**src/rtl/pipe_hazard_ctrl.sv**
```systemverilog
// Stall/flush/forwarding controller for the 5-stage pipeline.
// Optional perf counters are built when PIPE_PERF_CNT_EN is defined.
module pipe_hazard_ctrl #(
    parameter int MEM_TIMEOUT = 255,
    parameter int CNT_W       = 16
) (
    input  logic             clk,
    input  logic             rst,
    input  logic [4:0]       id_rs,
    input  logic [4:0]       id_rt,
    input  logic [4:0]       ex_rs,
    input  logic [4:0]       ex_rt,
    input  logic [4:0]       ex_rd,
    input  logic             ex_mem_read,
    input  logic             ex_branch_taken,
    input  logic [4:0]       mem_rd,
    input  logic             mem_reg_write,
    input  logic [4:0]       wb_rd,
    input  logic             wb_reg_write,
    input  logic             mem_req,
    input  logic             mem_ack,
    output logic             pc_en,
    output logic             if_id_en,
    output logic             id_ex_en,
    output logic             ex_mem_en,
    output logic             mem_wb_en,
    output logic             if_id_flush,
    output logic             id_ex_flush,
    output logic [1:0]       fwd_a,
    output logic [1:0]       fwd_b,
    output logic             mem_err,
    output logic [1:0]       state,
    output logic [CNT_W-1:0] stall_cycles,
    output logic [CNT_W-1:0] flush_count
);

    typedef enum logic [1:0] {
        S_RUN  = 2'd0,
        S_WAIT = 2'd1,
        S_ERR  = 2'd2
    } state_t;

    localparam logic [15:0] TO = 16'(MEM_TIMEOUT);

    state_t      r_state;
    state_t      w_state_nxt;
    logic [15:0] r_wait_cnt;
    logic [15:0] w_wait_nxt;
    logic        r_mem_err;
    logic        w_err_nxt;

    logic w_freeze;
    logic w_load_use;
    logic w_use_run;

    assign w_freeze   = mem_req && !mem_ack;
    assign w_load_use = ex_mem_read && (ex_rd != 5'd0)
                     && ((ex_rd == id_rs) || (ex_rd == id_rt));

    // RUN rules apply in RUN without a freeze and in the release cycle
    assign w_use_run = !rst
                    && (((r_state == S_RUN) && !w_freeze)
                     || ((r_state == S_WAIT) && mem_ack));

    assign state   = r_state;
    assign mem_err = r_mem_err;

    // State, wait counter and sticky error registers
    always_ff @(posedge clk) begin
        if (rst) begin
            r_state    <= S_RUN;
            r_wait_cnt <= 16'd0;
            r_mem_err  <= 1'b0;
        end else begin
            r_state    <= w_state_nxt;
            r_wait_cnt <= w_wait_nxt;
            r_mem_err  <= w_err_nxt;
        end
    end

    // Next-state: freeze on unacked memory, time out into sticky ERR
    always_comb begin
        w_state_nxt = r_state;
        w_wait_nxt  = r_wait_cnt;
        w_err_nxt   = r_mem_err;
        unique case (r_state)
            S_RUN: begin
                if (w_freeze) begin
                    w_state_nxt = S_WAIT;
                    w_wait_nxt  = 16'd1;
                end
            end
            S_WAIT: begin
                if (mem_ack) begin
                    w_state_nxt = S_RUN;
                    w_wait_nxt  = 16'd0;
                end else begin
                    w_wait_nxt = r_wait_cnt + 16'd1;
                    if (r_wait_cnt == TO) begin
                        w_state_nxt = S_ERR;
                        w_err_nxt   = 1'b1;
                    end
                end
            end
            S_ERR: begin
                w_state_nxt = S_ERR;
            end
            default: begin
                w_state_nxt = S_RUN;
                w_wait_nxt  = 16'd0;
            end
        endcase
    end

    // Enables and flushes; branch squashes ID, so it beats load-use
    always_comb begin
        pc_en       = 1'b0;
        if_id_en    = 1'b0;
        id_ex_en    = 1'b0;
        ex_mem_en   = 1'b0;
        mem_wb_en   = 1'b0;
        if_id_flush = 1'b0;
        id_ex_flush = 1'b0;
        if (w_use_run) begin
            pc_en     = 1'b1;
            if_id_en  = 1'b1;
            id_ex_en  = 1'b1;
            ex_mem_en = 1'b1;
            mem_wb_en = 1'b1;
            if (ex_branch_taken) begin
                if_id_flush = 1'b1;
                id_ex_flush = 1'b1;
            end else if (w_load_use) begin
                pc_en       = 1'b0;
                if_id_en    = 1'b0;
                id_ex_flush = 1'b1;
            end
        end
    end

    // Operand forwarding, EX/MEM ahead of MEM/WB, r0 never forwarded
    always_comb begin
        fwd_a = 2'b00;
        fwd_b = 2'b00;
        if (!rst) begin
            if (mem_reg_write && (mem_rd != 5'd0) && (mem_rd == ex_rs))
                fwd_a = 2'b10;
            else if (wb_reg_write && (wb_rd != 5'd0) && (wb_rd == ex_rs))
                fwd_a = 2'b01;
            if (mem_reg_write && (mem_rd != 5'd0) && (mem_rd == ex_rt))
                fwd_b = 2'b10;
            else if (wb_reg_write && (wb_rd != 5'd0) && (wb_rd == ex_rt))
                fwd_b = 2'b01;
        end
    end

`ifdef PIPE_PERF_CNT_EN
    logic [CNT_W-1:0] r_stall_cycles;
    logic [CNT_W-1:0] r_flush_count;

    assign stall_cycles = r_stall_cycles;
    assign flush_count  = r_flush_count;

    // Saturating counts of stalled-PC cycles and ID/EX bubbles
    always_ff @(posedge clk) begin
        if (rst) begin
            r_stall_cycles <= '0;
            r_flush_count  <= '0;
        end else begin
            if (!pc_en && (r_stall_cycles != {CNT_W{1'b1}}))
                r_stall_cycles <= r_stall_cycles + 1'b1;
            if (id_ex_flush && (r_flush_count != {CNT_W{1'b1}}))
                r_flush_count <= r_flush_count + 1'b1;
        end
    end
`else
    assign stall_cycles = '0;
    assign flush_count  = '0;
`endif

endmodule

```
**config.mk**
```make
export PLATFORM = sky130hd
export DESIGN_NAME = pipe_hazard_ctrl
export DESIGN_NICKNAME = d
export VERILOG_FILES = /design/src/rtl/pipe_hazard_ctrl.sv
export SDC_FILE = /design/constraint.sdc
export NUM_CORES = 1
export LEC_CHECK = 0
export BUFFER_PORTS_ARGS = -buffer_cell sky130_fd_sc_hd__buf_2
export CAP_MARGIN = 30
export CORE_MARGIN = 3
export CORE_UTILIZATION = 36
export CTS_BUF_LIST = sky130_fd_sc_hd__clkbuf_2
export DETAILED_ROUTE_END_ITERATION = 10
export PLACE_DENSITY_LB_ADDON = 0.25
export SYNTH_ARGS = -nofsm -noshare
export SYNTH_HDL_FRONTEND = slang
export SYNTH_SLANG_ARGS = --single-unit
```
**constraint.sdc**
```tcl
create_clock -name clk -period 7.6 [get_ports clk]
set_clock_uncertainty 0.1 [all_clocks]
set_input_delay 2.28 -clock clk [delete_from_list [all_inputs] [get_ports clk]]
set_output_delay 2.28 -clock clk [all_outputs]
set_load 0.005 [all_outputs]
```
==> impl_metrics.py <==
metrics = {
    "run_status": {
        "outcome": "finished clean",
    },
    "place": {
        "gp_congestion": 0.866,
        "hpwl_um": 2810,
        "port_buffers": 56,
    },
    "synth": {
        "netlist_instances": 205,
        "synth_top_family_by_area": "simple AND/OR/NAND/NOR gates",
        "synth.avg_cell_area_um2": 7.85,
        "synth-adder-area-share_pct": 0.778,
        "yosys.area_share.simple_pct": 21.5,
        "yosysTopAreaCell": "dfxtp_1",
        "ys.flop_type": "dfxtp_1",
        "synth_top_area_share_pct": 23.6,
        "yosysSeqAreaShare_pct": 23.6,
        "yosys_warnings": 0,
        "synth_edf_count": 0,
        "synth-compound-area-share_pct": 15.2,
        "synthXorXnorAreaFrac_pct": 19.1,
        "synthMuxAreaShare_pct": 0,
        "ys_ff_latch": 19,
        "syn-cell-area_um2": 1610,
        "async_reset_ff_share_pct": 0,
        "synth.distinct_cells": 37,
        "synthTopCellsByArea": "dfxtp_1 (24%), buf_4 (16%), xor2_1 (12%), xnor2_1 (7.1%), a21oi_1 (3.7%)",
    },
    "clocking": {
        "clock_sinks": 19,
        "cts_root_buf": "clkbuf_2",
        "clkTransAtPathRegs_ps": 170,
        "clk_path_buf_depth": 2,
        "h-tree-depth": 1,
        "numCtsBuffers": 3,
        "clock_latency_ps": 300,
        "post-cts-setup-buffers": 0,
        "cts_tree": "yes",
        "hold_buffers": 0,
        "cts_resized": 0,
    },
    "drt": {
        "vias_per_cell": 4.75,
        "antenna_left": 0,
        "drt_iter0_drc": 62,
        "firstDrtPassIters": 4,
        "routed_wl_um": 3370,
        "drc_errors": 0,
        "vias": 1449,
        "wl_per_cell_um": 11.0,
    },
    "sta": {
        "rsz0062_at_grt": "no",
        "fin_crit_sh_pct": 80.3,
        "fmax_ghz": 0.164,
        "tns_ps": 0,
        "slew_headroom_pct": 50.1,
        "setup_viol": 0,
        "slew_viol_final": 0,
        "min_period_ps": 6100,
        "hold_viol": 0,
        "worst_pin_slew_ps": 748,
    },
    "power_and_ir_drop": {
        "p_per_area_nw_per_um2": 109,
        "finalPower_uw": 195,
        "p_leak_uw": 0.000778,
        "worst_ir_drop_vdd_mv": 0.0465,
    },
    "setup_path": {
        "rr_worst_depth": 4,
        "reg2reg_from": "state[1]",
        "cp_data_arrival_time_ps": 3720,
        "cp_max_fo": 4,
        "cp_data_required_time_ps": 5220,
        "critical_path_class": "in2out",
        "rrSetupSlack_ps": 5210,
        "reg2reg_to": "r_wait_cnt[15]",
        "endpoint_kind": "output pin",
        "crit_path_start_kind": "input port",
    },
    "floorplanning": {
        "die-area_um2": 5310,
        "rows": 23,
        "die_x_um": 72.9,
        "core_um2": 4140,
        "io_pins": 89,
        "die_h_um": 72.9,
        "start_util_pct": 38.8,
    },
    "hold_path": {
        "hold_start": "mem_err",
        "worstHoldPathType": "reg2reg",
        "holdPathEnd": "mem_err",
        "hold-path-cell-count": 2,
    },
    "global_routing": {
        "grt_max_degree": 16,
        "antenna_found_initial": 0,
        "gr-total-overflow": 0,
        "busiest_layer": "met2",
        "grt_use_total_pct": 12.1,
        "grt_pass1_vias": 1234,
        "grt_first_pass_wirelength_um": 5220,
        "grt_use_met1_pct": 14.4,
        "grtUsageMet3_pct": 3.03,
        "grtUsageMet2_pct": 21.8,
    },
    "cells_and_area": {
        "nFillCells": 458,
        "num_antenna_cells": 0,
        "nets": 300,
        "drive_above_1_share_pct": 23.9,
        "final-seq-area_um2": 380,
        "area_growth_pct": 11.5,
        "multiInputGateArea_um2": 1030,
    },
    "job": {
        "maxCapViolations": 0,
    },
}
==> where the power goes <==
part / internal, uW / switching (uW) / total [uW]
Clock: 13.9 / 29.7 / 43.7
Sequential: 101 / 1.77 / 102
Combinational: 22.5 / 26.8 / 49.4
==> layer usage <==
metal | wire length [um] | vias up
met3 | 249 | 2
li1 | - | 756
met1 | 1410 | 644
met4 | 32 | 0
met5 | 0 | -
met2 | 1680 | 47
==> cell families after synthesis <==
logic type / after synthesis
other cells: 1
fa+ha+maj: 1
compound gates: 40
buf+inv: 47
simple gates: 62
flops: 19
xor+xnor: 35
==> per-stage QoR <==
step / setup slack (ps) / hold WS, ps / cell area [um2] / instances / utilization (%)
after floorplan: 1810 / 342 / 1730 / 236 / -
after global placement: 1540 / 342 / 1770 / 301 / 42.8
after detailed placement: 1490 / 347 / 1770 / 301 / 42.8
after CTS: 1490 / 370 / 1790 / 305 / 43.3
after global routing: 1430 / 400 / 1790 / 305 / 43.3
final: 1500 / 363 / 1790 / 305 / 43.3
==> cells in the mapped netlist, drive strengths merged (2+ instances only) <==
cell type / number
buf: 37
nand3: 7
inv: 6
or3: 6
xor2: 22
nor2: 12
clkbuf: 4
or4: 8
nor3: 7
nor4: 4
xnor2: 13
and4: 2
o31ai: 3
o21ai: 13
a21oi: 12
o2111ai: 4
o211ai: 2
nand2: 9
dfxtp: 19
==> area by class of cell <==
| type | instances | share of cell area (%) |
|---|---|---|
| multi-input cells | 170 | 57.3 |
| repair buffers | 56 | 15.6 |
| clock buffers | 4 | 1.12 |
| inverters | 6 | 1.26 |
| flip-flops and latches | 19 | 21.2 |
| well taps | 50 | 3.49 |
==> worst max-delay path by stage <==
stage	from	end	slack, ps	cells after the start
final	mem_rd[1]	fwd_b[0]	1500	6
after global routing	mem_rd[1]	fwd_b[0]	1430	6
after CTS	mem_rd[1]	fwd_b[0]	1490	6
after detailed placement	mem_rd[1]	fwd_b[0]	1490	6
after global placement	mem_rd[1]	fwd_b[0]	1540	6
after floorplan	mem_rd[1]	fwd_b[0]	1810	4
==> flip-flops by register name, summed over array words and instances (netlist names) <==
name,count
state,2
mem_err,1
r_wait_cnt,16
==> worst max-delay path: stages <==
cell and delay (ps):
buf_2 120, or4_1 540, o21ai_1 260, nor3_1 100
nor4_1 270, buf_2 160
==> cell usage in the layout, fill, tap and decap left out <==
master	instances
buf_2	56
conb_1	32
xor2_1	22
dfxtp_1	19
xnor2_1	13
nor2_1	12
a21oi_1	12
o21ai_0	11
nand2_1	9
or4_1	8
nand3_1	7
nor3_1	7
inv_1	6
or3_1	6
nor4_1	4
o2111ai_1	4
clkbuf_2	4
o31ai_1	3
o21ai_1	2
and4_1	2
o211ai_1	2
nor2b_1	1
a22oi_1	1
o31a_1	1
nor3b_2	1
o21a_1	1
a211o_1	1
and3_1	1
and2_1	1
nor4b_1	1
or4b_1	1
nand4_1	1
a31oi_1	1
a211oi_1	1
ha_1	1
Power figures use the tool's default switching activity.
